==> src/rtl/int_result_arb.sv <==
// Round-robin arbiter that merges three intersection result channels into the pixel-buffer write port.
// Latency: a result granted at edge N sits at the queue head, and is writable, from cycle N+1.
// Backpressure: `full` only blocks the pop; a full queue stalls every channel, with no same-cycle pop bypass.

// Small synchronous FIFO. The caller must never push when count_o == DEPTH.
module int_result_arb_fifo #(
    parameter int DEPTH = 4,
    parameter int WIDTH = 32
) (
    input  logic                       clk,
    input  logic                       rst,
    input  logic                       push_i,
    input  logic [WIDTH-1:0]           push_dat_i,
    input  logic                       pop_i,
    output logic [WIDTH-1:0]           head_dat_o,
    output logic [$clog2(DEPTH):0]     count_o
);
    localparam int PTR_W = (DEPTH > 1) ? $clog2(DEPTH) : 1;
    localparam int CNT_W = $clog2(DEPTH) + 1;

    logic [WIDTH-1:0] mem_q [DEPTH];
    logic [PTR_W-1:0] wr_ptr_q, wr_ptr_d;
    logic [PTR_W-1:0] rd_ptr_q, rd_ptr_d;
    logic [CNT_W-1:0] count_q, count_d;

    // Next-state pointers and occupancy; DEPTH is a power of two, so pointers wrap naturally.
    always_comb begin
        wr_ptr_d = wr_ptr_q;
        rd_ptr_d = rd_ptr_q;
        count_d  = count_q;
        if (push_i) begin
            wr_ptr_d = wr_ptr_q + 1'b1;
        end
        if (pop_i) begin
            rd_ptr_d = rd_ptr_q + 1'b1;
        end
        case ({push_i, pop_i})
            2'b10:   count_d = count_q + 1'b1;
            2'b01:   count_d = count_q - 1'b1;
            default: count_d = count_q;
        endcase
    end

    // Control state with synchronous reset; discards all queued entries.
    always_ff @(posedge clk) begin
        if (rst) begin
            wr_ptr_q <= '0;
            rd_ptr_q <= '0;
            count_q  <= '0;
        end else begin
            wr_ptr_q <= wr_ptr_d;
            rd_ptr_q <= rd_ptr_d;
            count_q  <= count_d;
        end
    end

    // Storage array; contents are meaningless until written, so no reset.
    always_ff @(posedge clk) begin
        if (push_i && !rst) begin
            mem_q[wr_ptr_q] <= push_dat_i;
        end
    end

    assign head_dat_o = mem_q[rd_ptr_q];
    assign count_o    = count_q;
endmodule

module int_result_arb #(
    parameter int          FIFO_DEPTH      = 4,
    parameter logic [23:0] MISS_COLOR      = 24'h11_22_33,
    parameter logic [23:0] HIT_COLOR_MATCH = 24'h44_55_66,
    parameter logic [23:0] HIT_COLOR_OTHER = 24'h77_88_99,
    parameter int          HIT_TRIID       = 2,
    parameter int          RAYID_W         = 8,
    parameter int          TRIID_W         = 8
) (
    input  logic                   clk,
    input  logic                   rst,
    // channel 0: shader hits (only the triID of the intersection record is carried)
    input  logic                   int_to_shader_valid,
    input  logic [RAYID_W-1:0]     int_to_shader_rayID,
    input  logic [TRIID_W-1:0]     int_to_shader_intersection,
    output logic                   int_to_shader_stall,
    // channel 1: shortstack misses
    input  logic                   int_to_shortstack_valid,
    input  logic [RAYID_W-1:0]     int_to_shortstack_rayID,
    output logic                   int_to_shortstack_stall,
    // channel 2: shortstack early-miss results
    input  logic                   int_to_shortstack_EM_valid,
    input  logic [RAYID_W-1:0]     int_to_shortstack_EM_rayID,
    output logic                   int_to_shortstack_EM_stall,
    // pixel buffer write port; entry is {color, rayID}
    output logic                   we,
    input  logic                   full,
    output logic [24+RAYID_W-1:0]  pixel_entry_out
);
    localparam int ENTRY_W = 24 + RAYID_W;
    localparam int CNT_W   = $clog2(FIFO_DEPTH) + 1;
    localparam logic [CNT_W-1:0]   DEPTH_C  = CNT_W'(FIFO_DEPTH);
    localparam logic [TRIID_W-1:0] MATCH_ID = TRIID_W'(HIT_TRIID);

    logic [1:0]         rr_ptr_q, rr_ptr_d;
    logic [3:0]         chan_vld;
    logic [1:0]         ord0, ord1, ord2;
    logic [1:0]         cand;
    logic               cand_vld;
    logic               space;
    logic               grant;
    logic               pop;
    logic [23:0]        push_color;
    logic [RAYID_W-1:0] push_ray;
    logic [ENTRY_W-1:0] head_dat;
    logic [CNT_W-1:0]   count;

    // Bit 3 is a constant pad so the 2-bit search index never falls outside the vector.
    assign chan_vld = {1'b0, int_to_shortstack_EM_valid, int_to_shortstack_valid, int_to_shader_valid};

    // Space comes from the registered count only, so a pop never frees a slot in the same cycle.
    assign space = (count < DEPTH_C);

    // Round-robin search: the first valid channel starting at rr_ptr is the candidate.
    always_comb begin
        ord0     = 2'd0;
        ord1     = 2'd1;
        ord2     = 2'd2;
        cand     = 2'd0;
        cand_vld = 1'b0;
        case (rr_ptr_q)
            2'd1: begin ord0 = 2'd1; ord1 = 2'd2; ord2 = 2'd0; end
            2'd2: begin ord0 = 2'd2; ord1 = 2'd0; ord2 = 2'd1; end
            default: begin ord0 = 2'd0; ord1 = 2'd1; ord2 = 2'd2; end
        endcase
        if (chan_vld[ord0]) begin
            cand     = ord0;
            cand_vld = 1'b1;
        end else if (chan_vld[ord1]) begin
            cand     = ord1;
            cand_vld = 1'b1;
        end else if (chan_vld[ord2]) begin
            cand     = ord2;
            cand_vld = 1'b1;
        end
    end

    // Reset forces every stall high, which also keeps the not-yet-reset pointer from granting.
    assign grant = cand_vld && space && !rst;

    assign int_to_shader_stall        = !(grant && (cand == 2'd0));
    assign int_to_shortstack_stall    = !(grant && (cand == 2'd1));
    assign int_to_shortstack_EM_stall = !(grant && (cand == 2'd2));

    // Colour-map the granted result and select its ray ID.
    always_comb begin
        push_color = MISS_COLOR;
        push_ray   = int_to_shortstack_EM_rayID;
        case (cand)
            2'd0: begin
                push_ray   = int_to_shader_rayID;
                push_color = (int_to_shader_intersection == MATCH_ID) ? HIT_COLOR_MATCH
                                                                      : HIT_COLOR_OTHER;
            end
            2'd1: begin
                push_ray   = int_to_shortstack_rayID;
                push_color = MISS_COLOR;
            end
            default: begin
                push_ray   = int_to_shortstack_EM_rayID;
                push_color = MISS_COLOR;
            end
        endcase
    end

    // The pointer moves just past the granted channel; it holds when nothing is granted.
    always_comb begin
        rr_ptr_d = rr_ptr_q;
        if (grant) begin
            rr_ptr_d = (cand == 2'd2) ? 2'd0 : cand + 2'd1;
        end
    end

    // Round-robin pointer register.
    always_ff @(posedge clk) begin
        if (rst) begin
            rr_ptr_q <= 2'd0;
        end else begin
            rr_ptr_q <= rr_ptr_d;
        end
    end

    int_result_arb_fifo #(
        .DEPTH (FIFO_DEPTH),
        .WIDTH (ENTRY_W)
    ) u_fifo (
        .clk        (clk),
        .rst        (rst),
        .push_i     (grant),
        .push_dat_i ({push_color, push_ray}),
        .pop_i      (pop),
        .head_dat_o (head_dat),
        .count_o    (count)
    );

    // The write strobe is the pop; reset suppresses it so nothing drains in the reset cycle.
    assign pop             = (count != '0) && !full && !rst;
    assign we              = pop;
    assign pixel_entry_out = ((count != '0) && !rst) ? head_dat : '0;
endmodule

==> config.mk <==
export PLATFORM = sky130hd
export DESIGN_NAME = int_result_arb
export DESIGN_NICKNAME = d
export VERILOG_FILES = /design/src/rtl/int_result_arb.sv
export SDC_FILE = /design/constraint.sdc
export NUM_CORES = 1
export LEC_CHECK = 0
export BUFFER_PORTS_ARGS = -buffer_cell sky130_fd_sc_hd__buf_2
export CAP_MARGIN = 15
export CORE_UTILIZATION = 30
export DETAILED_ROUTE_END_ITERATION = 7
export PLACE_DENSITY = 0.52
export SLEW_MARGIN = 20
export SYNTH_ARGS = -nofsm -noshare
export SYNTH_HDL_FRONTEND = slang
export SYNTH_SLANG_ARGS = --single-unit
==> constraint.sdc <==
create_clock -name clk -period 6.25 [get_ports clk]
set_clock_uncertainty 0.1 [all_clocks]
set_input_delay 0.3125 -clock clk [delete_from_list [all_inputs] [get_ports clk]]
set_output_delay 0.3125 -clock clk [all_outputs]
set_load 0.02 [all_outputs]
After elaboration in Yosys (flattened, before gate mapping). Memories as Yosys holds them, arrays and structs flattened. A register that Yosys moved wholly into a read port is not among the register bits. Cells that the tools add are included.

$add $sub $neg: 5. $mul: 0. Divide/modulo/power cells: 0. $lt $le $gt $ge: 4. Equal/unequal tests: 7. Shift operators: 0. Mux-type cells: 25. Bitwise operators: 0. Reductions and logical operators: 17.

Operators by type and width (number): 2-to-1 mux 32 bit (1); 2-to-1 mux 23 bit (1); 2-to-1 mux 22 bit (1); one-hot mux 8 bit (2 select lines) (1); 2-to-1 mux 2 bit (6); one-hot mux 2 bit (2 select lines) (3); logical AND 1 bit (9); less-than comparator 2 x 3 -> 1 bit (second input constant) (3); equality test 8 x 2 -> 1 bit (second input constant) (1); 2-to-1 mux 1 bit (8); adder 2 x 1 -> 2 bit (second input constant) (3); binary-select mux 1 bit (select 2 bit) (3); equality test 2 x 1 -> 1 bit (second input constant) (3); equality test 2 bit (second input constant) (3); one-hot mux 3 bit (2 select lines) (1); logical NOT 1 bit (5); adder 3 x 1 -> 3 bit (second input constant) (1); less-than comparator 3 bit (second input constant) (1); nonzero test 3 bit (1); subtractor 3 x 1 -> 3 bit (second input constant) (1); logical NOT 2 bit (1); nonzero test 2 bit (1).

Register bits after elaboration: 9. Latch bits: 0. Bits in writable memories: 124. Memory bits (read-only): 0. Bits of input ports: 38. Output and inout port bits: 36. Logic and storage cells: 63. Memories kept: 1.

Memory list: u_fifo.mem_q (words 4, width 31, read ports 1, clocked after memory_dff 1, wr ports 1, line 21) `logic [WIDTH-1:0] mem_q [DEPTH];`.

Longest topological paths before layout.
Depth after elaboration: 12. Mapped depth: 14.

Modules after synthesis. From an unflattened synthesis, not the netlist that was laid out.

Cell total of the unflattened synthesis: 315. Area, all modules: 5776.8 sq um.

By module, submodules not included: int_result_arb_fifo (times used 1, cells an instance 213, area an instance 5084.9 sq um, seq. area each 4023.9 sq um); int_result_arb (times used 1, cells an instance 102, area an instance 691.9 sq um, seq. area each 40.0 sq um).

Least setup slack after synthesis. No wires, ideal clock.

Path kind: reg2reg. Start: register rr_ptr_q[0]. End: register u_fifo.count_q[2], in the netlist u_fifo.count_o[2]. Library setup time: 0.070 ns. Arrival: 2.582 ns. Data required time: 6.080 ns. Setup slack: 3.498 ns. Stages on the path, launching flop included: 15. Buffers on the path: 1. Clock period less this slack: 2.752 ns. Cells stage by stage: dfxtp_1 inv_1 ha_1 buf_6 nor2b_1 o21ai_1 a31o_4 a21oi_4 inv_2 ha_1 inv_1 fa_1 xor2_1 or3_1 a21oi_1.

Word-level cells in the longest chain between the ends: 11.

Ends and longest elaborated chain: from (decl) (line 102) `logic [1:0] rr_ptr_q, rr_ptr_d;`; from (signal assigned) (line 186) `rr_ptr_q <= rr_ptr_d;`; equality test 2 bit / equality test 2 x 1 -> 1 bit (equally long branches) (line 128) `case (rr_ptr_q)`; one-hot mux 2 bit (2 select lines) (line 128); binary-select mux 1 bit (select 2 bit) (line 139) `end else if (chan_vld[ord2]) begin`; 2-to-1 mux 1 bit (implied by the code) (line 139); 2-to-1 mux 1 bit (line 139); 2-to-1 mux 1 bit (line 136) `end else if (chan_vld[ord1]) begin`; 2-to-1 mux 1 bit (*) (line 133) `if (chan_vld[ord0]) begin`; logical AND 1 bit (*) (2 in series) (line 146) `assign grant = cand_vld && space && !rst;`; equality test 2 x 1 -> 1 bit / equality test 2 bit (equally long branches) (line 37) `case ({push_i, pop_i})`; one-hot mux 3 bit (2 select lines) / nonzero test 2 bit (equally long branches); to (signal assigned) (line 53) `count_q <= count_d;`; to (decl) (line 24) `logic [CNT_W-1:0] count_q, count_d;`.

Every way passes the cells marked *; elsewhere a longest branch is shown, timed or not. The select of a mux whose other input is x is not followed. A chain may end at the register's enable or synchronous reset.

Final worst setup path.
Start: register rr_ptr_q[1]. End: output port int_to_shortstack_stall.

Word-level cells in the longest chain between the ends: 11.

Ends and longest elaborated chain: equality test 2 bit / equality test 2 x 1 -> 1 bit (equally long branches) (line 128); one-hot mux 2 bit (2 select lines) (line 128); binary-select mux 1 bit (select 2 bit) (line 139); 2-to-1 mux 1 bit (implied by the code) (line 139); 2-to-1 mux 1 bit (line 139); 2-to-1 mux 1 bit (line 136); 2-to-1 mux 1 bit (line 133); logical AND 1 bit (2 in series) (line 146); logical AND 1 bit (*) (line 149) `assign int_to_shortstack_stall = !(grant && (cand == 2'd1));`; logical NOT 1 bit (*) (line 149); to (decl) (line 87) `output logic int_to_shortstack_stall,`.

Marks and branches as above.

==> impl_metrics.env <==
export IMPL_cp_slowest_cell="a32oi_1"
export IMPL_cts_sinks=67
export IMPL_fillers=1078
export IMPL_drc=0
export IMPL_crit_path_end_kind="output pin"
export IMPL_grt_antenna_before_repair=0
export IMPL_path_cells="inv_1, ha_1, mux2i_1, or2b_1, a32oi_1, o21ai_0, or2_1, buf_2"
export IMPL_ys_async_sr_fraction_pct=0
export IMPL_antennaDiodeCount=0
export IMPL_start_kind="flop"
export IMPL_min_to="u_fifo.rd_ptr_q[0]"
export IMPL_yosysUniqueCellTypes=49
export IMPL_ys_warn_count=0
export IMPL_finalSetupViolCount=0
export IMPL_die_y_um=108
export IMPL_final_common_cell="buf_2"
export IMPL_cp_top_family="compound AO/OA/AOI/OAI gates"
export IMPL_grt_first_pass_wirelength_mm=10.7
export IMPL_die_area_mm2=0.0117
export IMPL_worstSetupPathType="flop to output pin"
export IMPL_hold_buffers=0
export IMPL_initialDrtViolationCount=46
export IMPL_cap_viol_max_count=0
export IMPL_io_pins=74
export IMPL_cp_max_fo=6
export IMPL_drv_slew=0
export IMPL_cts_repair_resized=0
export IMPL_synth_edff_count=56
export IMPL_p_clk_share_pct=20.6
export IMPL_p_per_area_mw_per_mm2=464
export IMPL_via_count=2000
export IMPL_first_global_vias=2085
export IMPL_dr_pass1_iters=4
export IMPL_synth_cells=235
export IMPL_track_usage_pct=12.5
export IMPL_power_switching_uw=657
export IMPL_worstPathArrival_ns=2.89
export IMPL_maxSlewHeadroom_pct=46.4
export IMPL_post_cts_repair_setup_buffers=0
export IMPL_power_combinational_fraction_pct=41.2
export IMPL_internal_power_uw=1170
export IMPL_hold_violations=0
export IMPL_numPortBuffers=71
export IMPL_grt_max_degree=17
export IMPL_dp_cells=423
export IMPL_worst_pin_slew_ns=0.804
export IMPL_cts_tree="yes"
export IMPL_required_ns=5.84
export IMPL_leakagePower_uw=0.00145
export IMPL_worst_path_stages=8
export IMPL_status="completed"
export IMPL_die_x_um=108
export IMPL_place_gp_congestion=0.757
export IMPL_ant_nets=0
export IMPL_timing_rr_start="rr_ptr_q[1]"
export IMPL_yosysSeqAreaShare_pct=56.3
export IMPL_syn_avg_cell_area_um2=14.4
export IMPL_wl_mm=6.53
export IMPL_irDropWorstVdd_v=0.000215
export IMPL_clkLatencyLatePin_ns=0.34
export IMPL_cts_inserted_buffers=9
export IMPL_cts_root_buf="clkbuf_8"
export IMPL_drive_above_1_share_pct=38.6
export IMPL_final_cell_mix="buf_2, edfxtp_1, nor2b_1"
export IMPL_tns_ns=0
export IMPL_fin_nets=341
export IMPL_hold_depth=2
export IMPL_core_mm2=0.0109
export IMPL_reg2regPathDepth=8
export IMPL_reg2reg_slack_ns=3.06
export IMPL_fin_crit_sh_pct=52.9
export IMPL_clk_pin_slew_ns=0.07
export IMPL_hold_start="rst"
export IMPL_fin_crit_ns=3.30
export IMPL_htree_levels=3
export IMPL_switching_share_pct=35.9
export IMPL_power_frac_seq_pct=38.2
export IMPL_clockBufferDepth=2
export IMPL_wl_per_cell_um=14.9
export IMPL_via_per_inst=4.57
export IMPL_synth_flop_cell="edfxtp_1"
export IMPL_rr_endpoint="u_fifo.mem_q[0][6]"
export IMPL_worst_path_buf_inv=2
export IMPL_gr_total_overflow=0
export IMPL_min_path_type="primary input to flop"
export IMPL_syn_to_final_growth_pct=16.7
export IMPL_slowest_delay_ns=0.60
export IMPL_max_freq_mhz=303
export IMPL_instances_no_fill=438
export IMPL_synth_seq_cells=67
export IMPL_fp_row_count=38
export IMPL_grt_setup_unrepaired="false"
export IMPL_initial_core_util_pct=31.0
export IMPL_hpwl_mm=4.54
export IMPL_syn_area_mm2=0.00338
-- routing by layer --
layer | GRT usage (%) | vias to the layer above | wire [um]
met1 | 15.3 | 961 | 3010
li1 | - | 959 | -
met5 | 0 | - | 0
met3 | 3.13 | 13 | 314
met2 | 20.7 | 67 | 3070
met4 | 5.48 | 0 | 124
-- metrics by stage --
| step | hold WS, ns | utilization, % | cell area [um^2] | total power (uW) | worst slack (ns) |
|---|---|---|---|---|---|
| after floorplan | 0.364 | - | 3380 | 1310 | 3.50 |
| after global placement | 0.389 | 34.2 | 3730 | 1450 | 2.91 |
| after detailed placement | 0.392 | 34.3 | 3730 | 1470 | 3.14 |
| after CTS | 0.175 | 36.2 | 3940 | 1850 | 2.99 |
| after global routing | 0.174 | 36.2 | 3940 | 1960 | 2.75 |
| final | 0.186 | 36.2 | 3940 | 1830 | 2.95 |
-- cells in the mapped netlist (3+ instances only) --
| master | number | area (um^2) |
|---|---|---|
| dfxtp_1 | 11 | 220 |
| nor2b_1 | 18 | 113 |
| nand3_1 | 3 | 15.0 |
| mux4_2 | 14 | 315 |
| mux2_1 | 16 | 180 |
| o21ai_0 | 5 | 25.0 |
| nand2_1 | 6 | 22.5 |
| nand2b_1 | 3 | 18.8 |
| clkbuf_1 | 3 | 11.3 |
| buf_6 | 3 | 33.8 |
| inv_1 | 10 | 37.5 |
| ha_1 | 8 | 100 |
| edfxtp_1 | 56 | 1680 |
| buf_4 | 18 | 135 |
| or2_1 | 4 | 25.0 |
| and2_1 | 4 | 25.0 |
| a21oi_1 | 7 | 35.0 |
| nor2_1 | 8 | 30.0 |
-- power groups by stage --
stage / clock, uW / sequential [uW] / combinational, uW
2_1_floorplan: 0 / 685 / 629
3_3_place_gp: 0 / 708 / 742
3_5_place_dp: 0 / 712 / 763
4_1_cts: 388 / 702 / 765
5_1_grt: 411 / 712 / 835
6_report: 377 / 700 / 754
-- sequential cells by signal, summed over array words and instances (netlist names), named ones only --
name             count
u_fifo.mem_q        56
rr_ptr_q             2
u_fifo.count_o       3
u_fifo.rd_ptr_q      2
u_fifo.wr_ptr_q      2
-- cells by family (layout without fill, tap and decap cells) --
group                    Yosys count  after routing  share of synthesized area, %
adder cells (fa/ha/maj)            9              9                          3.55
AO/OA/AOI/OAI                     25             25                          5.92
buffers and inverters             38            100                          7.22
AND/OR/NAND/NOR                   58             58                          10.0
multiplexers                      33             33                          15.8
other                              1              2                         0.111
XOR/XNOR                           4              4                          1.04
flip-flops                        67             67                          56.3
-- area by class of cell --
cell class	count	area, um^2	area share (%)
sequential	67	1900	48.3
tap	140	175	4.44
multi-input combinational	131	1240	31.5
timing repair buffer	73	370	9.39
clock buffer	10	128	3.24
clock inverter	5	78.8	2.00
inverter	12	45.0	1.14
-- worst max path at each step --
stage	slack, ns	startpoint	to
after global placement	2.91	rr_ptr_q[0]	int_to_shortstack_stall
after CTS	2.99	rr_ptr_q[0]	int_to_shortstack_stall
after global routing	2.75	rr_ptr_q[1]	int_to_shortstack_stall
after detailed placement	3.14	rr_ptr_q[0]	u_fifo.mem_q[0][6]
after floorplan	3.50	rr_ptr_q[0]	u_fifo.count_o[2]
final	2.95	rr_ptr_q[1]	int_to_shortstack_stall
(Power assumes the default switching activity.)
